**config.mk**
```make
export PLATFORM = sky130hd
export DESIGN_NAME = quad_encoder_gen
export DESIGN_NICKNAME = d
export VERILOG_FILES = /design/src/rtl/quadgen_pkg.sv /design/src/rtl/quadgen_step_timer.sv /design/src/rtl/quad_encoder_gen.sv
export SDC_FILE = /design/constraint.sdc
export NUM_CORES = 1
export LEC_CHECK = 0
export CORE_ASPECT_RATIO = 0.7
export CORE_MARGIN = 10
export CORE_UTILIZATION = 55
export DETAILED_ROUTE_END_ITERATION = 8
export PLACE_DENSITY = 0.83
export SYNTH_ARGS = -nofsm -noshare
export SYNTH_HDL_FRONTEND = slang
export SYNTH_SLANG_ARGS = --single-unit
```
**constraint.sdc**
```tcl
create_clock -name clk -period 3.7 [get_ports clk]
set_input_delay 0.74 -clock clk [delete_from_list [all_inputs] [get_ports clk]]
set_output_delay 0.74 -clock clk [all_outputs]
set_load 0.05 [all_outputs]
```
**src/rtl/quadgen_pkg.sv**
```systemverilog
// -----------------------------------------------------------------------------
// quadgen_pkg
// Shared definitions for the quadrature encoder generator:
//   - generator state encoding (IDLE, RUN)
//   - the four Gray-coded quadrature phases in forward order
//   - encodings of the one-cycle up/down pulse pair
//   - gray_of(): phase index (0..3) to {A,B} lookup
// -----------------------------------------------------------------------------
package quadgen_pkg;

  typedef enum logic {
    IDLE = 1'b0,
    RUN  = 1'b1
  } state_t;

  // Forward sequence 00 -> 01 -> 11 -> 10 -> 00; reverse walks it backwards.
  localparam logic [1:0] GRAY_0 = 2'b00;
  localparam logic [1:0] GRAY_1 = 2'b01;
  localparam logic [1:0] GRAY_2 = 2'b11;
  localparam logic [1:0] GRAY_3 = 2'b10;

  localparam logic [1:0] UPDOWN_UP   = 2'b10;
  localparam logic [1:0] UPDOWN_DOWN = 2'b01;
  localparam logic [1:0] UPDOWN_NONE = 2'b00;

  // Map a phase index to its quadrature pattern.
  function automatic logic [1:0] gray_of(input logic [1:0] phase);
    logic [1:0] code;
    case (phase)
      2'd0:    code = GRAY_0;
      2'd1:    code = GRAY_1;
      2'd2:    code = GRAY_2;
      2'd3:    code = GRAY_3;
      default: code = GRAY_0;
    endcase
    return code;
  endfunction

endpackage

```
**src/rtl/quadgen_step_timer.sv**
```systemverilog
// -----------------------------------------------------------------------------
// quadgen_step_timer
// Loadable down-counter that paces quadrature edges.
// Ports:
//   clk     in   system clock
//   rst     in   synchronous reset, active high
//   load    in   load the counter with period (wins over en)
//   en      in   count down one per clock
//   period  in   reload value (caller guarantees >= 1)
//   expire  out  counter is at 1 while enabled: this clock is an edge clock
// With period P loaded at edge t, expire is seen at edges t+P, t+2P, ...
// as long as the caller reloads on every expire.
// -----------------------------------------------------------------------------
module quadgen_step_timer #(
  parameter int PERIOD_W = 12
) (
  input  logic                clk,
  input  logic                rst,
  input  logic                load,
  input  logic                en,
  input  logic [PERIOD_W-1:0] period,
  output logic                expire
);

  logic [PERIOD_W-1:0] count_r;

  assign expire = en && (count_r == PERIOD_W'(1));

  // Counter register: load has priority, otherwise count down to zero and stop.
  always_ff @(posedge clk) begin
    if (rst) begin
      count_r <= {PERIOD_W{1'b0}};
    end else if (load) begin
      count_r <= period;
    end else if (en && (count_r != {PERIOD_W{1'b0}})) begin
      count_r <= count_r - PERIOD_W'(1);
    end else begin
      count_r <= count_r;
    end
  end

endmodule

```
**src/rtl/quad_encoder_gen.sv**
```systemverilog
// -----------------------------------------------------------------------------
// quad_encoder_gen
// Quadrature encoder emulator. Accepts signed step commands and emits A/B
// Gray-coded quadrature at a programmable edge rate, plus the matching
// one-cycle up/down pulse pair for driving an up/down counter directly.
//
// Ports:
//   clk         in   system clock, posedge
//   rst         in   synchronous reset, active high
//   cmd_valid   in   command present
//   cmd_ready   out  idle and able to accept a command
//   cmd_steps   in   signed step count (sign = direction, |value| = edges)
//   cmd_period  in   clocks between edges (0 behaves as 1)
//   abort       in   stop the running command immediately
//   q           out  quadrature {A,B}
//   updown      out  2'b10 up / 2'b01 down pulse on each edge, else 2'b00
//   pos         out  net edges since reset, modulo 2^SIZE
//   done        out  one-cycle pulse on completion or abort
//   index       out  index channel
//
// Optional feature, macro QUAD_ENCODER_GEN_INDEX_EN: an index counter modulo
// CPR follows every edge and index is high while it is zero. Without the
// macro index is tied low and no counter exists.
// All outputs are registered.
// -----------------------------------------------------------------------------
module quad_encoder_gen
  import quadgen_pkg::*;
#(
  parameter int SIZE     = 8,
  parameter int STEPS_W  = 16,
  parameter int PERIOD_W = 12,
  parameter int CPR      = 64
) (
  input  logic                clk,
  input  logic                rst,
  input  logic                cmd_valid,
  output logic                cmd_ready,
  input  logic [STEPS_W-1:0]  cmd_steps,
  input  logic [PERIOD_W-1:0] cmd_period,
  input  logic                abort,
  output logic [1:0]          q,
  output logic [1:0]          updown,
  output logic [SIZE-1:0]     pos,
  output logic                done,
  output logic                index
);

  if (CPR < 4) begin : g_cpr_range
    $error("quad_encoder_gen: CPR must be at least 4");
  end

  state_t              state_r, state_next;
  logic                dir_r, dir_next;          // 1 = reverse
  logic [STEPS_W-1:0]  remaining_r, remaining_next;
  logic [PERIOD_W-1:0] period_r, period_next;
  logic [1:0]          phase_r, phase_next;
  logic [1:0]          q_r, updown_r, updown_next;
  logic [SIZE-1:0]     pos_r, pos_next;
  logic                done_r, done_next;
  logic                ready_r, ready_next;

  logic                accept_s;
  logic [STEPS_W-1:0]  mag_s;
  logic [PERIOD_W-1:0] period_eff_s;
  logic                expire_s;
  logic                step_s;
  logic                timer_load_s;
  logic [PERIOD_W-1:0] timer_value_s;

  // Command decode: magnitude of a two's-complement value in the same width
  // is exact, including the most negative value (its magnitude is 2^(W-1)).
  always_comb begin
    accept_s = (state_r == IDLE) && ready_r && cmd_valid;
    if (cmd_steps[STEPS_W-1]) begin
      mag_s = (~cmd_steps) + STEPS_W'(1);
    end else begin
      mag_s = cmd_steps;
    end
    if (cmd_period == {PERIOD_W{1'b0}}) begin
      period_eff_s = PERIOD_W'(1);
    end else begin
      period_eff_s = cmd_period;
    end
  end

  // Abort suppresses an edge that would otherwise fire in the same clock.
  assign step_s        = (state_r == RUN) && expire_s && !abort;
  assign timer_load_s  = (accept_s && (mag_s != {STEPS_W{1'b0}})) || step_s;
  assign timer_value_s = accept_s ? period_eff_s : period_r;

  quadgen_step_timer #(
    .PERIOD_W (PERIOD_W)
  ) u_timer (
    .clk    (clk),
    .rst    (rst),
    .load   (timer_load_s),
    .en     (state_r == RUN),
    .period (timer_value_s),
    .expire (expire_s)
  );

  // Next-state and next-output logic for the IDLE/RUN generator.
  always_comb begin
    state_next     = state_r;
    dir_next       = dir_r;
    remaining_next = remaining_r;
    period_next    = period_r;
    phase_next     = phase_r;
    pos_next       = pos_r;
    updown_next    = UPDOWN_NONE;
    done_next      = 1'b0;

    case (state_r)
      IDLE: begin
        if (accept_s) begin
          dir_next    = cmd_steps[STEPS_W-1];
          period_next = period_eff_s;
          if (mag_s == {STEPS_W{1'b0}}) begin
            remaining_next = {STEPS_W{1'b0}};
            done_next      = 1'b1;
          end else begin
            remaining_next = mag_s;
            state_next     = RUN;
          end
        end else begin
          state_next = IDLE;
        end
      end
      RUN: begin
        if (abort) begin
          state_next     = IDLE;
          remaining_next = {STEPS_W{1'b0}};
          done_next      = 1'b1;
        end else if (step_s) begin
          if (dir_r) begin
            phase_next  = phase_r - 2'd1;
            pos_next    = pos_r - SIZE'(1);
            updown_next = UPDOWN_DOWN;
          end else begin
            phase_next  = phase_r + 2'd1;
            pos_next    = pos_r + SIZE'(1);
            updown_next = UPDOWN_UP;
          end
          remaining_next = remaining_r - STEPS_W'(1);
          if (remaining_r == STEPS_W'(1)) begin
            state_next = IDLE;
            done_next  = 1'b1;
          end else begin
            state_next = RUN;
          end
        end else begin
          state_next = RUN;
        end
      end
      default: begin
        state_next     = IDLE;
        remaining_next = {STEPS_W{1'b0}};
      end
    endcase

    // Ready only once the done pulse has been seen in IDLE.
    ready_next = (state_next == IDLE) && !done_next;
  end

  // State and output registers.
  always_ff @(posedge clk) begin
    if (rst) begin
      state_r     <= IDLE;
      dir_r       <= 1'b0;
      remaining_r <= {STEPS_W{1'b0}};
      period_r    <= PERIOD_W'(1);
      phase_r     <= 2'd0;
      q_r         <= GRAY_0;
      updown_r    <= UPDOWN_NONE;
      pos_r       <= {SIZE{1'b0}};
      done_r      <= 1'b0;
      ready_r     <= 1'b0;
    end else begin
      state_r     <= state_next;
      dir_r       <= dir_next;
      remaining_r <= remaining_next;
      period_r    <= period_next;
      phase_r     <= phase_next;
      q_r         <= gray_of(phase_next);
      updown_r    <= updown_next;
      pos_r       <= pos_next;
      done_r      <= done_next;
      ready_r     <= ready_next;
    end
  end

  assign q         = q_r;
  assign updown    = updown_r;
  assign pos       = pos_r;
  assign done      = done_r;
  assign cmd_ready = ready_r;

`ifdef QUAD_ENCODER_GEN_INDEX_EN
  localparam int IDX_W = $clog2(CPR);
  localparam logic [IDX_W-1:0] IDX_LAST = IDX_W'(CPR - 1);

  logic [IDX_W-1:0] idx_r, idx_next;
  logic             index_r;

  // Index position modulo CPR, following each emitted edge.
  always_comb begin
    idx_next = idx_r;
    if (step_s) begin
      if (dir_r) begin
        if (idx_r == {IDX_W{1'b0}}) begin
          idx_next = IDX_LAST;
        end else begin
          idx_next = idx_r - IDX_W'(1);
        end
      end else begin
        if (idx_r == IDX_LAST) begin
          idx_next = {IDX_W{1'b0}};
        end else begin
          idx_next = idx_r + IDX_W'(1);
        end
      end
    end else begin
      idx_next = idx_r;
    end
  end

  // Index registers; index updates in the same clock as q.
  always_ff @(posedge clk) begin
    if (rst) begin
      idx_r   <= {IDX_W{1'b0}};
      index_r <= 1'b1;
    end else begin
      idx_r   <= idx_next;
      index_r <= (idx_next == {IDX_W{1'b0}});
    end
  end

  assign index = index_r;
`else
  assign index = 1'b0;
`endif

endmodule

```
== Word level (Yosys, flattened, before mapping) ==
Index checks and enable logic that the tools add are counted.

* Register bits: 58
* Bits of input ports: 32
* Output and inout bits: 15
* Logic and storage cells: 80

* Add/sub/neg operators: 7
* Equal/unequal tests: 7
* Muxes and demuxes: 29
* Bitwise gates (word level): 5
* Reduce and logical (&&, ||, !) cells: 21

{| class="wikitable"
|+ Operators by type and width
! operator !! number
|-
| 16-bit two-way mux || 5
|-
| 12-bit two-way mux || 4
|-
| 16-bit one-hot mux with 2 select lines || 1
|-
| 16-bit by 1-bit adder with 16-bit output (second input constant) || 1
|-
| 16-bit by 1-bit == test with 1-bit output (second input constant) || 1
|-
| 16-bit zero test || 1
|-
| 16-bit inverter || 1
|-
| 16-bit nonzero test || 1
|-
| 16-bit by 1-bit subtractor with 16-bit output (second input constant) || 1
|-
| 12-bit by 1-bit == test with 1-bit output (second input constant) || 1
|-
| 12-bit zero test || 1
|-
| 12-bit nonzero test || 1
|-
| 12-bit by 1-bit subtractor with 12-bit output (second input constant) || 1
|-
| 1-bit two-way mux || 10
|-
| 2-bit two-way mux || 5
|-
| 8-bit by 1-bit adder with 8-bit output (second input constant) || 1
|-
| 1-bit logical AND || 8
|-
| 8-bit two-way mux || 1
|-
| 2-bit one-hot mux with 4 select lines || 1
|-
| 8-bit by 1-bit subtractor with 8-bit output (second input constant) || 1
|-
| 2-bit == test (second input constant) || 2
|-
| 1-bit inverter || 4
|-
| 1-bit one-hot mux with 2 select lines || 2
|-
| 2-bit AND reduction || 2
|-
| other kinds (11) || 12
|}

== Longest topological paths before layout ==
Gate-level depths: netlist (run 1).

* Depth after elaboration: 9
* Gate-level depth with buffers: 11
* Mapped depth without buffers: 10

== By module ==
Synthesis (run 1) repeated with hierarchy kept, for this count alone.

* Cells, all modules: 486
* Area total of the unflattened synthesis: 3762.4 µm²

{| class="wikitable"
|+ By module, submodules not included
! module !! instances !! cells an instance !! area each (µm²) !! seq. area each (µm²)
|-
| quad_encoder_gen || 1 || 388 || 2924.1 || 920.9
|-
| quadgen_step_timer || 1 || 98 || 838.3 || 240.2
|}

== Worst setup path before layout (run 1) ==
No wires, ideal clock.

* Kind: input to register
* From: in cmd_steps[0]
* To: reg u_timer.count_r[11]
* Setup time: 0.117 ns
* Data arrival time: 2.892 ns
* Required time: 3.583 ns
* Setup slack: 0.691 ns
* Cell stages on the path: 11
* Path buffers: 2
* Cells stage by stage: inv_1 -> ha_1 -> or3b_2 -> clkbuf_1 -> nor4_1 -> o211ai_1 -> a22oi_1 -> nand4_1 -> a21bo_1 -> buf_6 -> a22o_1

* Longest elaborated chain between the ends: 7
* Elaborated cells between the ends (all ways): 8
* Classes of those cells: add/sub (1); mux (2); bitwise (1); reduce/logical (4)

{| class="wikitable"
|+ Ends and longest elaborated chain
! item !! line !! text
|-
| from (decl) || quad_encoder_gen.sv:38 || <nowiki>input logic [STEPS_W-1:0] cmd_steps,</nowiki>
|-
| 16-bit inverter || quad_encoder_gen.sv:75 || <nowiki>mag_s = (~cmd_steps) + STEPS_W'(1);</nowiki>
|-
| 16-bit by 1-bit adder with 16-bit output || quad_encoder_gen.sv:75 ||
|-
| 16-bit two-way mux * || quad_encoder_gen.sv:74 || <nowiki>if (cmd_steps[STEPS_W-1]) begin</nowiki>
|-
| 16-bit nonzero test * || quad_encoder_gen.sv:88 || <nowiki>assign timer_load_s = (accept_s && (mag_s != {STEPS_W{1'b0}})) || step_s;</nowiki>
|-
| 1-bit logical AND * || quad_encoder_gen.sv:88 ||
|-
| 1-bit logical OR * || quad_encoder_gen.sv:88 ||
|-
| 12-bit two-way mux / 2-bit nonzero test (equally long branches) || - ||
|-
| to (signal assigned) || quadgen_step_timer.sv:32 || <nowiki>count_r <= {PERIOD_W{1'b0}};</nowiki>
|-
| to (signal assigned) || quadgen_step_timer.sv:34 || <nowiki>count_r <= period;</nowiki>
|-
| to (signal assigned) || quadgen_step_timer.sv:36 || <nowiki>count_r <= count_r - PERIOD_W'(1);</nowiki>
|-
| to (decl) || quadgen_step_timer.sv:25 || <nowiki>logic [PERIOD_W-1:0] count_r;</nowiki>
|}

Mark *: on every way between the ends. The rest lies on a longest branch, timed or not.
A chain may end at the register's enable or synchronous reset.

== Worst setup path after layout (run 1) ==
* From: in cmd_steps[0]
* To: reg u_timer.count_r[6]

Same word-level chain as after synthesis.

==> out/summary.log, run 1 <==
[status] result of the run complete, no violations
[synthesis] Gate Count Post-Synth 470
[hold_path] Hold Path Origin period_r[2]$_SDFFE_PP0N_
[synthesis] top flip-flop cell by instance count after synthesis sky130_fd_sc_hd__dfxtp_1
[drt] routed via count 3,631
[cts] # Post-CTS Setup Buffers 0
[critical_path] startpoint of the most critical setup path cmd_steps[0]
[critical_path] required time of the critical path 3.93 ns
[placement] IO buf count 45
[global_route] pin count of the biggest net entering global routing 60
[floorplanning] total I/O pin count 47
[synthesis] synthesized area 3680 µm²
[drt] wire length after detailed routing 9890 µm
[cells_and_area] area of the multi-input gates 2300 µm²
[critical_path] setup slack of the worst register-to-register path 0.91 ns
[cts] clock buffers created by TritonCTS 9
[synthesis] mean area per synthesized cell 7.83 µm²
[cells_and_area] FILL cells 563
[pwr] cell area power density 371 nW/µm²
[timing] final worst-path cycle share 0.895
[critical_path] standard cell with the maximum stage delay on the critical path sky130_fd_sc_hd__clkdlybuf4s50_1
[cts] largest buffer count on any clock path 2
[cells_and_area] area of all sequential standard cells 1160 µm²
[hold_path] worst hold path class register to register
[hold_path] hold path cells 2
[critical_path] critical path capture point type register
[cts] Resized Gates After CTS 0
[global_route] vias in the first global route 3,309
[floorplanning] standard-cell row count 24
[placement] cell count after placement 590
[cts] insertion delay to the later sink of the worst-skew pair 0.34 ns
[critical_path] data arrival time of the worst path 3.54 ns
[cells_and_area] share of post-route cells with drive strength above 1 0.0757
[drt] remaining antenna violation count after routing 0
[synthesis] total number of yosys warnings 0
[critical_path] critical path peak fanout 12
[synthesis] part of the Yosys area used for sequential elements 0.315
[floorplanning] vertical extent of the die 88.5 µm
[cts] number of hold-repair buffers added at the cts stage 0
[placement] hpwl dp 7190 µm
[synthesis] net count of the mapped netlist 518
[cts] clock-pin transition on the worst setup and hold timing paths 0.07 ns
[pwr] leakage power 1.60 nW
[timing] final worst hold slack 0.473 ns
[timing] setup TNS 0 ns
[floorplanning] overall die area 10,400 µm²
[critical_path] FF-to-FF End u_timer.count_r[1]$_SDFFE_PP0P_
[global_route] initial antenna violation count 0
[timing] maximum frequency from static timing analysis 302 MHz
[timing] transition time at the pin with the least slew margin 1.04 ns
[drt] routed length per instance 16.3 µm
[timing] minimum period implied by the final worst setup slack 3.31 ns
[critical_path] category of the most critical setup path input pin to register
[synthesis] register bit total from synthesis 58
[floorplanning] standard cell core area 6370 µm²
[cts] TritonCTS clock tree done
[cts] number of H-tree branching levels 3
[cells_and_area] Finished Core Util 0.686
[critical_path] Critical Path, Cell by Cell clkdlybuf4s50_1, inv_1, ha_1, nand2b_1, a2111oi_0, a41oi_1, nor4_1, nand4_1, a21bo_1, mux2_1
[global_route] overall track demand over capacity in global routing 0.188
[critical_path] FF-to-FF path depth 5
[critical_path] worst reg2reg path startpoint state_r$_SDFF_PP0_
[critical_path] Startpoint Class input pin
[synthesis] library cells used by synthesis 64
[cts] Sink Count 58
[drt] Detailed Routing Iterations Pass 1 5
[timing] unrepaired setup endpoints after global routing false
[timing] final slew viol count 0
[run] number of maximum-capacitance violations 0
[floorplanning] overall die width 118 µm
[cells_and_area] diodes inserted 0
[timing] headroom to the max-slew limit 0.310
[drt] DR vias/cell 5.99
[cells_and_area] number of cells in the finished layout apart from fillers 606
[global_route] sum of overflow across all layers after global routing 0
[cells_and_area] Area growth, synth to finish 18.6%
[floorplanning] initial cell density of the core 0.578
[global_route] wire length of the first global-routing pass 16,300 µm
[synthesis] Async S/R FF share, synth 0
[timing] largest clock skew in the final design 0.00788 ns
[drt] number of violations reported at the end of detailed-routing iteration 0 387
[cells_and_area] Final Net Count 558
[placement] global placer's final weighted congestion 0.895
[synthesis] number of synthesized flops with an enable pin 0
[drt] DRC violation count after routing 0
[hold_path] Hold Path Sink period_r[2]$_SDFFE_PP0N_
[timing] final hold violation count 0
[critical_path] peak per-stage delay on the critical path 0.48 ns
[timing] final setup violating endpoints 0
[pwr] Max IR drop VDD 0.000303 V
[cts] library cell used as clock root buffer sky130_fd_sc_hd__clkbuf_8
## where the power goes
group          switching [mW]  leakage, nW  internal, mW
logic                   0.230         1.05         0.158
registers              0.0367        0.472         0.661
clock network           0.275       0.0847         0.261
## synthesized netlist by cell type, types with 2 or more instances
library cell	n	area share
sky130_fd_sc_hd__o31a_1	3	0.0071
sky130_fd_sc_hd__buf_6	5	0.015
sky130_fd_sc_hd__nor2b_1	7	0.012
sky130_fd_sc_hd__dfxtp_1	58	0.32
sky130_fd_sc_hd__o21a_1	3	0.0061
sky130_fd_sc_hd__nand3_1	9	0.012
sky130_fd_sc_hd__nand2_1	56	0.057
sky130_fd_sc_hd__or4_1	2	0.0041
sky130_fd_sc_hd__o31ai_1	4	0.0082
sky130_fd_sc_hd__or3_1	5	0.0085
sky130_fd_sc_hd__o221ai_1	3	0.0071
sky130_fd_sc_hd__a211oi_1	3	0.0061
sky130_fd_sc_hd__a22oi_1	3	0.0061
sky130_fd_sc_hd__nor4_1	15	0.025
sky130_fd_sc_hd__or4_4	2	0.0061
sky130_fd_sc_hd__o41ai_1	5	0.012
sky130_fd_sc_hd__a2111oi_0	2	0.0048
sky130_fd_sc_hd__ha_1	15	0.051
sky130_fd_sc_hd__o21ai_0	26	0.035
sky130_fd_sc_hd__xor2_1	19	0.045
sky130_fd_sc_hd__nor2_1	43	0.044
sky130_fd_sc_hd__nand3b_1	5	0.010
sky130_fd_sc_hd__buf_2	6	0.0082
sky130_fd_sc_hd__clkbuf_1	17	0.017
sky130_fd_sc_hd__a22o_1	10	0.024
sky130_fd_sc_hd__a21oi_1	33	0.045
sky130_fd_sc_hd__o41ai_2	2	0.0088
sky130_fd_sc_hd__nand4_1	3	0.0051
sky130_fd_sc_hd__and3_1	2	0.0034
sky130_fd_sc_hd__o22ai_1	2	0.0034
sky130_fd_sc_hd__o211ai_1	4	0.0082
sky130_fd_sc_hd__nand2b_1	6	0.010
sky130_fd_sc_hd__nor3_1	26	0.035
sky130_fd_sc_hd__inv_1	14	0.014
sky130_fd_sc_hd__buf_1	2	0.0020
sky130_fd_sc_hd__xnor2_1	17	0.040
sky130_fd_sc_hd__a221oi_1	2	0.0048
sky130_fd_sc_hd__nand4b_1	4	0.0095
sky130_fd_sc_hd__a31oi_1	2	0.0034
## placed cells by master, fill, tap and decap left out, types with 3 or more instances in the layout
| master | count |
|---|---|
| sky130_fd_sc_hd__dfxtp_1 | 58 |
| sky130_fd_sc_hd__nand2_1 | 56 |
| sky130_fd_sc_hd__clkdlybuf4s50_1 | 44 |
| sky130_fd_sc_hd__nor2_1 | 43 |
| sky130_fd_sc_hd__a21oi_1 | 33 |
| sky130_fd_sc_hd__nor3_1 | 26 |
| sky130_fd_sc_hd__o21ai_0 | 26 |
| sky130_fd_sc_hd__xor2_1 | 19 |
| sky130_fd_sc_hd__xnor2_1 | 17 |
| sky130_fd_sc_hd__nor4_1 | 15 |
| sky130_fd_sc_hd__ha_1 | 15 |
| sky130_fd_sc_hd__buf_4 | 15 |
| sky130_fd_sc_hd__inv_1 | 14 |
| sky130_fd_sc_hd__a22o_1 | 10 |
| sky130_fd_sc_hd__clkbuf_8 | 10 |
| sky130_fd_sc_hd__nand3_1 | 9 |
| sky130_fd_sc_hd__nor2b_1 | 7 |
| sky130_fd_sc_hd__nand2b_1 | 6 |
| sky130_fd_sc_hd__or3_1 | 5 |
| sky130_fd_sc_hd__nand3b_1 | 5 |
| sky130_fd_sc_hd__o41ai_1 | 5 |
| sky130_fd_sc_hd__nand4b_1 | 4 |
| sky130_fd_sc_hd__o211ai_1 | 4 |
| sky130_fd_sc_hd__o31ai_1 | 4 |
| sky130_fd_sc_hd__nand4_1 | 3 |
| sky130_fd_sc_hd__o21a_1 | 3 |
| sky130_fd_sc_hd__o31a_1 | 3 |
| sky130_fd_sc_hd__a22oi_1 | 3 |
| sky130_fd_sc_hd__a211oi_1 | 3 |
| sky130_fd_sc_hd__o221ai_1 | 3 |
| sky130_fd_sc_hd__clkinvlp_4 | 3 |
## final cells by class
class                      instances  share of cell area
clock buffer                      10              0.0315
multi-input combinational        366               0.526
clock inverter                     6             0.00945
tap                               91              0.0261
timing repair buffer              60               0.128
inverter                          15              0.0129
sequential                        58               0.266
## per-layer routing
layer,vias up,part of all wire,global-route usage
met1,1690,0.50,0.270
met5,-,0,0
met3,10,0.087,0.0483
met2,171,0.40,0.269
met4,0,0.011,0.0526
li1,1760,-,-
## registers in the layout, indices dropped and copies added (netlist names)
name             flops
q                    2
remaining_r         16
cmd_ready            1
done                 1
state_r              1
phase_r              2
dir_r                1
period_r            12
u_timer.count_r     12
pos                  8
updown               2
## per-stage QoR
stage               cell area (µm²)  total power [mW]  worst slack, ns
floorplan                      3680             0.973            0.691
global placement               4190              1.08            0.147
detailed placement             4190              1.09            0.103
CTS                            4370              1.62            0.456
global route                   4370              1.70            0.241
finish                         4370              1.62            0.389
## how the worst max path moves through the flow
stage	end	depth (start not counted)
final	u_timer.count_r[6]$_SDFFE_PP0P_	10
after global routing	u_timer.count_r[6]$_SDFFE_PP0P_	10
after CTS	u_timer.count_r[6]$_SDFFE_PP0P_	10
after detailed placement	u_timer.count_r[6]$_SDFFE_PP0P_	10
after global placement	u_timer.count_r[6]$_SDFFE_PP0P_	10
after floorplan	u_timer.count_r[11]$_SDFFE_PP0P_	11
## critical path, delay by kind of cell
| kind | cells | cell delay [ns] |
|---|---|---|
| simple gates | 3 | 0.69 |
| fa+ha+maj | 1 | 0.31 |
| compound gates | 3 | 0.90 |
| mux | 1 | 0.36 |
| buf+inv | 2 | 0.54 |
## cell families after synthesis
| logic type | after synthesis | synth area share |
|---|---|---|
| DFF | 58 | 0.315 |
| buffers and inverters | 46 | 0.0601 |
| and+or+nand+nor | 192 | 0.257 |
| xor gates and xnor gates | 36 | 0.0856 |
| adders and majority gates | 16 | 0.0564 |
| other | 1 | 0.00102 |
| AOI/OAI and AO/OA | 119 | 0.218 |
| muxes | 2 | 0.00578 |
Power figures use the tool's default switching activity.
==> inputs of run 2 (changes only) <==
==> constraint.sdc (replaced) <==
create_clock -name clk -period 3.7 [get_ports clk]
set_input_delay 1.11 -clock clk [delete_from_list [all_inputs] [get_ports clk]]
set_output_delay 1.11 -clock clk [all_outputs]
set_load 0.05 [all_outputs]
==> out/summary.log, run 2 (same netlist as run 1, synthesis figures left out) <==
[status] result of the run complete, no violations
[global_route] overall track demand over capacity in global routing 0.200 [+0.0122]
[placement] IO buf count 45 [unchanged]
[cells_and_area] commonest cells after routing, fill and taps aside sky130_fd_sc_hd__dfxtp_1, sky130_fd_sc_hd__nand2_1, sky130_fd_sc_hd__clkdlybuf4s50_1, sky130_fd_sc_hd__nor2_1, sky130_fd_sc_hd__buf_4
[cells_and_area] Area growth, synth to finish 23.8%
[drt] Detailed Routing Iterations Pass 1 5 [unchanged]
[pwr] total design power 1.61 mW [-0.90%]
[timing] maximum frequency from static timing analysis 278 MHz [-8.1%]
[pwr] cell area power density 353 nW/µm² [-5.0%]
[drt] routed via count 3,737 [+2.9%]
[floorplanning] vertical extent of the die 88.5 µm [unchanged]
[placement] hpwl dp 7700 µm [+7.1%]
[cells_and_area] Final Net Count 584 [+4.7%]
[global_route] vias in the first global route 3,491 [+5.5%]
[cts] Sink Count 58 [unchanged]
[floorplanning] standard-cell row count 24 [unchanged]
[cells_and_area] flip-flop count of the largest register, all copies and words added 16 [unchanged]
[global_route] GR met1 Demand/Resource 0.278 [+0.00765]
[critical_path] Startpoint Class input pin
[drt] DRC violation count after routing 0 [unchanged]
[drt] DR vias/cell 5.93 [-1.0%]
[cts] insertion delay to the later sink of the worst-skew pair 0.35 ns [about the same]
[timing] transition time at the pin with the least slew margin 0.743 ns [-0.292 ns]
[timing] final slew viol count 0 [unchanged]
[global_route] routing usage on met3 0.0553 [+0.00700]
[floorplanning] overall die width 118 µm [unchanged]
[global_route] wire length of the first global-routing pass 17,200 µm [+5.7%]
[critical_path] critical path capture point type register
[critical_path] category of the most critical setup path input pin to register
[cts] clock-pin transition on the worst setup and hold timing paths 0.06 ns [about the same]
[placement] global placer's final weighted congestion 0.922 [+3.0%]
[critical_path] data arrival time of the worst path 3.83 ns [+0.29 ns]
[cts] library cell used as clock root buffer sky130_fd_sc_hd__clkbuf_8
[critical_path] critical path peak fanout 12 [unchanged]
[cts] TritonCTS clock tree done
[floorplanning] overall die area 10,400 µm² [unchanged]
[drt] wire length after detailed routing 10,500 µm [+6.5%]
[placement] Post-Place Setup Slack -0.295 ns [-0.398 ns]
[drt] number of violations reported at the end of detailed-routing iteration 0 336 [-13%]
[timing] headroom to the max-slew limit 0.499 [+0.190]
[global_route] layer carrying the most global-route usage met2
[cells_and_area] FILL cells 535 [-5.0%]
[cells_and_area] diodes inserted 0 [unchanged]
[placement] Area after DPL 4380 µm² [+4.7%]
[timing] Worst Slack Setup Final 0.0978 ns [-0.291 ns]
[critical_path] required time of the critical path 3.92 ns [about the same]
[timing] final hold violation count 0 [unchanged]
[global_route] pin count of the biggest net entering global routing 26 [-57%]
[drt] routed length per instance 16.7 µm [+2.5%]
[cells_and_area] number of cells in the finished layout apart from fillers 630 [+4.0%]
[cells_and_area] register ranked first by flip-flop count remaining_r
[global_route] initial antenna violation count 0 [unchanged]
[floorplanning] total I/O pin count 47 [unchanged]
[global_route] sum of overflow across all layers after global routing 0 [unchanged]
[cts] number of H-tree branching levels 3 [unchanged]
[floorplanning] initial cell density of the core 0.578 [unchanged]
[timing] minimum period implied by the final worst setup slack 3.60 ns [+0.291 ns]
[cells_and_area] most common cell after layout, fill and taps aside sky130_fd_sc_hd__dfxtp_1
[drt] remaining antenna violation count after routing 0 [unchanged]
[run] number of maximum-capacitance violations 0 [unchanged]
[floorplanning] standard cell core area 6370 µm² [unchanged]
[timing] final worst-path cycle share 0.974 [+0.0787]
[hold_path] worst hold path class register to register
[timing] largest clock skew in the final design 0.0100 ns [+0.00212 ns]
[cells_and_area] Layout Cell Area excl Fill 4560 µm² [+4.4%]
[cells_and_area] Finished Core Util 0.716 [+0.0299]
[pwr] leakage power 1.73 nW [+7.8%]
[global_route] global-route met2 utilization 0.295 [+0.0255]
[cells_and_area] share of post-route cells with drive strength above 1 0.121 [+0.0449]
[placement] cell count after placement 616 [+4.4%]
[cts] clock buffers created by TritonCTS 9 [unchanged]
[cells_and_area] registers with the highest flip-flop counts remaining_r (16), period_r (12), u_timer.count_r (12)
[cts] largest buffer count on any clock path 2 [unchanged]
[pwr] Max IR drop VDD 0.000257 V [-15%]
[timing] final setup violating endpoints 0 [unchanged]
## run 2: changes by cell type in the layout (fill, tap and decap cells not counted), sizes merged
cell | previous run | this run
inv | 15 | 14
clkinv | 3 | 5
clkinvlp | 3 | 0
buf | 16 | 42
## run 2: critical path: stages
cell	delay (ns)
sky130_fd_sc_hd__clkdlybuf4s50_1	0.47
sky130_fd_sc_hd__inv_1	0.08
sky130_fd_sc_hd__ha_1	0.31
sky130_fd_sc_hd__nand2b_1	0.15
sky130_fd_sc_hd__a2111oi_1	0.39
sky130_fd_sc_hd__a41oi_1	0.11
sky130_fd_sc_hd__nor4_2	0.33
sky130_fd_sc_hd__nand4_1	0.22
sky130_fd_sc_hd__a21bo_4	0.33
sky130_fd_sc_hd__mux2_1	0.31
## run 2: timing repair
item / CTS / global route
hold buffers: 0 / 0
gates resized for setup: 0 / 5
buffers inserted: 0 / 0
setup endpoints to repair: 0 / 13
## run 2: area by class of cell
type                       instances  area [µm²]  area share
tap                               91         114      0.0250
sequential                        58        1160       0.255
inverter                          15        56.3      0.0124
multi-input combinational        366        2320       0.508
clock inverter                     4        20.0     0.00439
timing repair buffer              86         753       0.165
clock buffer                      10         138      0.0302
## run 2: where the power goes
group	internal, mW	switching, mW	leakage (nW)	total (mW)
logic	0.177	0.241	1.17	0.418
registers	0.661	0.0345	0.472	0.696
clock network	0.248	0.245	0.0875	0.493
## run 2: per-stage QoR
step | setup TNS, ns | hold slack (ns)
3_5_place_dp | -2.46 | 0.467
4_1_cts | 0 | 0.477
5_1_grt | -0.384 | 0.496
2_1_floorplan | 0 | 0.429
3_3_place_gp | -1.20 | 0.457
6_report | 0 | 0.475
## run 2: per-layer routing
metal,up-vias,wire length [µm]
met1,1715,4940
met3,19,1040
met5,-,0
met4,0,166
li1,1822,-
met2,181,4390
## run 2: worst paths after layout
path	endpoint	slack, ns	startpoint	cells after the start
setup / recovery	u_timer.count_r[6]$_SDFFE_PP0P_	0.1	cmd_steps[0]	10
hold / removal	period_r[5]$_SDFFE_PP0N_	0.47	period_r[5]$_SDFFE_PP0N_	2
setup reg to reg	q[0]$_SDFF_PP0_	1.00	u_timer.count_r[2]$_SDFFE_PP0P_	8
hold reg to reg	period_r[5]$_SDFFE_PP0N_	0.47	period_r[5]$_SDFFE_PP0N_	2
==> inputs of run 3 (changes only) <==
--- a/config.mk
+++ b/config.mk
@@ -5,6 +5,7 @@
 export SDC_FILE = /design/constraint.sdc
 export NUM_CORES = 1
 export LEC_CHECK = 0
+export ABC_AREA = 1
 export CORE_ASPECT_RATIO = 0.7
 export CORE_MARGIN = 10
 export CORE_UTILIZATION = 55
==> out/summary.log, run 3 <==
[status] result of the run complete, no violations
[synthesis] mux cell area share after synthesis 0.0159 [+0.0101]
[timing] final worst-path cycle share 0.877 [-0.0969]
[timing] final worst hold slack 0.474 ns [-0.000694 ns]
[synthesis] Adder-Cell Fraction of Synth Area 0.0549 [-0.00155]
[cells_and_area] Final Net Count 669 [+15%]
[timing] setup TNS 0 ns [unchanged]
[cells_and_area] flip-flop count of the largest register, all copies and words added 16 [unchanged]
[cts] number of hold-repair buffers added at the cts stage 0 [unchanged]
[timing] headroom to the max-slew limit 0.478 [-0.0210]
[floorplanning] total I/O pin count 47 [unchanged]
[pwr] design internal power 1.12 mW [+3.1%]
[drt] routed length per instance 13.3 µm [-20%]
[critical_path] startpoint of the most critical setup path cmd_steps[0]
[synthesis] cells taking the most area after synthesis sky130_fd_sc_hd__dfxtp_1, sky130_fd_sc_hd__nand2_1, sky130_fd_sc_hd__nor2_1, sky130_fd_sc_hd__inv_1, sky130_fd_sc_hd__ha_1
[cells_and_area] diodes inserted 0 [unchanged]
[cts] clock buffers created by TritonCTS 9 [unchanged]
[synthesis] cell with the most instances after synthesis sky130_fd_sc_hd__nand2_1
[timing] minimum period implied by the final worst setup slack 3.24 ns [-0.359 ns]
[global_route] wire length of the first global-routing pass 16,000 µm [-7.2%]
[synthesis] part of the Yosys area used for sequential elements 0.307 [-0.00865]
[placement] Area after DPL 4300 µm² [-2.0%]
[cts] Resized Gates After CTS 0 [unchanged]
[cts] clock-pin transition on the worst setup and hold timing paths 0.06 ns [about the same]
[cts] # Post-CTS Setup Buffers 0 [unchanged]
[cells_and_area] Area growth, synth to finish 18.0%
[hold_path] worst hold path class register to register
[synthesis] net count of the mapped netlist 627 [+21%]
[critical_path] endpoint of the worst setup timing path u_timer.count_r[0]$_SDFFE_PP0P_
[pwr] clock group share of total power 0.304 [-0.003]
[cts] largest buffer count on any clock path 2 [unchanged]
[global_route] initial antenna violation count 0 [unchanged]
[drt] remaining antenna violation count after routing 0 [unchanged]
[critical_path] required time of the critical path 3.93 ns [about the same]
[cells_and_area] commonest cells after routing, fill and taps aside sky130_fd_sc_hd__nand2_1, sky130_fd_sc_hd__nor2_1, sky130_fd_sc_hd__inv_1, sky130_fd_sc_hd__dfxtp_1, sky130_fd_sc_hd__clkdlybuf4s50_1
[critical_path] category of the most critical setup path input pin to register
[cts] Sink Count 58 [unchanged]
[timing] final setup violating endpoints 0 [unchanged]
[timing] final slew viol count 0 [unchanged]
[critical_path] FF-to-FF path depth 10 [+2]
[pwr] share of total power in combinational logic 0.274 [+0.014]
[drt] routed via count 3,844 [+2.9%]
[synthesis] Gate Count Post-Synth 579 [+23%]
[timing] final hold violation count 0 [unchanged]
[floorplanning] initial cell density of the core 0.563 [-0.0154]
[placement] global placer's final weighted congestion 0.897 [-2.7%]
[pwr] cell area power density 379 nW/µm² [+7.4%]
[synthesis] total number of yosys warnings 0 [unchanged]
[critical_path] FF-to-FF End remaining_r[15]$_SDFFE_PP0P_
[synthesis] compound-cell area share of the yosys netlist 0.155 [-0.0638]
[floorplanning] standard-cell row count 25 [+4.2%]
[floorplanning] overall die area 10,700 µm² [+2.3%]
[drt] Detailed Routing Iterations Pass 1 5 [unchanged]
[timing] largest clock skew in the final design 0.0114 ns [+0.00142 ns]
[cells_and_area] register ranked first by flip-flop count remaining_r
[synthesis] portion of synthesized cell area occupied by the leading cell type 0.307 [-0.00865]
[pwr] Max IR drop VDD 0.000164 V [-36%]
[cells_and_area] Layout Cell Area excl Fill 4470 µm² [-2.0%]
[synthesis] ranking of synthesized cells by instance count sky130_fd_sc_hd__nand2_1, sky130_fd_sc_hd__nor2_1, sky130_fd_sc_hd__inv_1, sky130_fd_sc_hd__dfxtp_1
[floorplanning] vertical extent of the die 89.4 µm [+1.1%]
[cells_and_area] share of post-route cells with drive strength above 1 0.0720 [-0.0486]
[synthesis] mean area per synthesized cell 6.54 µm² [-17%]
[cells_and_area] registers with the highest flip-flop counts remaining_r (16), period_r (12), u_timer.count_r (12)
[synthesis] register bit total from synthesis 58 [unchanged]
[drt] DR vias/cell 5.35 [-9.9%]
[pwr] leakage power 2.08 nW [+21%]
[synthesis] Async S/R FF share, synth 0 [unchanged]
[floorplanning] standard cell core area 6730 µm² [+5.6%]
[timing] unrepaired setup endpoints after global routing false
[placement] hpwl dp 7290 µm [-5.3%]
[drt] DRC violation count after routing 0 [unchanged]
[cts] insertion delay to the later sink of the worst-skew pair 0.34 ns [about the same]
[global_route] sum of overflow across all layers after global routing 0 [unchanged]
[cts] library cell used as clock root buffer sky130_fd_sc_hd__clkbuf_8
[critical_path] critical path capture point type register
[floorplanning] overall die width 119 µm [+1.2%]
[cells_and_area] FILL cells 582 [+8.8%]
[synthesis] synthesized area 3790 µm² [+2.8%]
[cells_and_area] most common cell after layout, fill and taps aside sky130_fd_sc_hd__nand2_1
[pwr] sequential cell fraction of total power 0.422 [-0.011]
[critical_path] Startpoint Class input pin
[global_route] overall track demand over capacity in global routing 0.181 [-0.0191]
[pwr] sw frac 0.338 [+0.0138]
[critical_path] critical path peak fanout 15 [+3]
[synthesis] largest family of logic cells by synthesized area simple AND/OR/NAND/NOR gates
[synthesis] top flip-flop cell by instance count after synthesis sky130_fd_sc_hd__dfxtp_1
[drt] number of violations reported at the end of detailed-routing iteration 0 316 [-6.0%]
[cts] TritonCTS clock tree done
[global_route] vias in the first global route 3,494 [+0.086%]
[run] number of maximum-capacitance violations 0 [unchanged]
[critical_path] worst reg2reg path startpoint u_timer.count_r[4]$_SDFFE_PP0P_
[pwr] switching component of the power 0.571 mW [+9.8%]
[global_route] pin count of the biggest net entering global routing 34 [+31%]
[timing] transition time at the pin with the least slew margin 0.782 ns [+0.0386 ns]
[synthesis] Synth Area in Simple Gates 0.336 [+0.0792]
[critical_path] setup slack of the worst register-to-register path 1.40 ns [+0.40 ns]
[critical_path] data arrival time of the worst path 3.47 ns [-0.36 ns]
[synthesis] library cells used by synthesis 42 [-34%]
[drt] wire length after detailed routing 9600 µm [-9.0%]
[synthesis] xor and xnor fraction of the mapped netlist area 0.0393 [-0.0463]
[synthesis] post-synth top area cell sky130_fd_sc_hd__dfxtp_1
[timing] maximum frequency from static timing analysis 308 MHz [+11%]
[cts] number of H-tree branching levels 3 [unchanged]
[synthesis] number of synthesized flops with an enable pin 0 [unchanged]
[placement] IO buf count 45 [unchanged]
[run 3: cell types whose count changed in the layout (fill, tap and decap cells not counted), sizes merged, moves of 17 or more]
cell   delta
buf      -36
nor3     -17
nor2     +43
nand2    +86
nand3    +28
inv      +51
[run 3: kinds of logic after synthesis]
logic type | Yosys count
muxes | 6
AOI/OAI and AO/OA | 99
adders and majority gates | 16
DFF | 58
xor gates and xnor gates | 17
buffers and inverters | 85
other | 1
and+or+nand+nor | 297
[run 3: power groups by stage]
| stage | registers, mW | logic, mW | clock network [mW] |
|---|---|---|---|
| after CTS | 0.711 | 0.455 | 0.524 |
| after detailed placement | 0.725 | 0.451 | 0 |
| after global routing | 0.720 | 0.520 | 0.553 |
| final | 0.713 | 0.463 | 0.515 |
| after floorplan | 0.721 | 0.327 | 0 |
| after global placement | 0.723 | 0.437 | 0 |
[run 3: worst min path at each step]
stage / startpoint / endpoint / slack, ns / cells past startpoint
after floorplan: period_r[2]$_SDFFE_PP0N_ / period_r[2]$_SDFFE_PP0N_ / 0.45 / 2
after global placement: period_r[2]$_SDFFE_PP0N_ / period_r[2]$_SDFFE_PP0N_ / 0.46 / 2
after detailed placement: period_r[2]$_SDFFE_PP0N_ / period_r[2]$_SDFFE_PP0N_ / 0.47 / 2
after CTS: period_r[2]$_SDFFE_PP0N_ / period_r[2]$_SDFFE_PP0N_ / 0.48 / 2
after global routing: period_r[2]$_SDFFE_PP0N_ / period_r[2]$_SDFFE_PP0N_ / 0.50 / 2
final: period_r[2]$_SDFFE_PP0N_ / period_r[2]$_SDFFE_PP0N_ / 0.47 / 2
[run 3: per-stage QoR]
step,instances,total power [mW],setup slack (ns),utilization
floorplan,579,1.05,1.02,-
global placement,704,1.16,0.307,0.639
detailed placement,704,1.18,0.169,0.639
CTS,719,1.69,0.509,0.664
global route,719,1.79,0.275,0.664
finish,719,1.69,0.457,0.664
[run 3: layout make-up]
cell class,instances,area [µm²],area share
Timing Repair Buffer,51,495,0.111
Sequential cell,58,1160,0.260
Multi-Input combinational cell,436,2280,0.510
Inverter,65,244,0.0546
Clock inverter,3,15.0,0.00336
Clock buffer,12,155,0.0347
Tap cell,94,118,0.0263
[run 3: critical path: stages]
cell,delay [ns]
sky130_fd_sc_hd__clkdlybuf4s50_1,0.44
sky130_fd_sc_hd__inv_1,0.13
sky130_fd_sc_hd__ha_1,0.24
sky130_fd_sc_hd__nand3_1,0.14
sky130_fd_sc_hd__nand2_2,0.15
sky130_fd_sc_hd__nand3_1,0.09
sky130_fd_sc_hd__nand2_1,0.08
sky130_fd_sc_hd__nand2_1,0.07
sky130_fd_sc_hd__inv_1,0.06
sky130_fd_sc_hd__nand2_1,0.04
sky130_fd_sc_hd__nor2_1,0.16
sky130_fd_sc_hd__nand2_2,0.12
sky130_fd_sc_hd__nand2_4,0.16
sky130_fd_sc_hd__nand2_4,0.14
sky130_fd_sc_hd__inv_1,0.15
sky130_fd_sc_hd__nand2_1,0.07
sky130_fd_sc_hd__nand2_1,0.06
sky130_fd_sc_hd__nor2_1,0.06
[run 3: routing by layer]
layer / routed length (µm) / share of wire / up-vias / GRT usage
met5: 0 / 0 / - / 0
met4: 108 / 0.011 / 0 / 0.0475
met3: 701 / 0.073 / 18 / 0.0587
met2: 4180 / 0.44 / 131 / 0.283
met1: 4600 / 0.48 / 1728 / 0.236
li1: - / - / 1967 / -
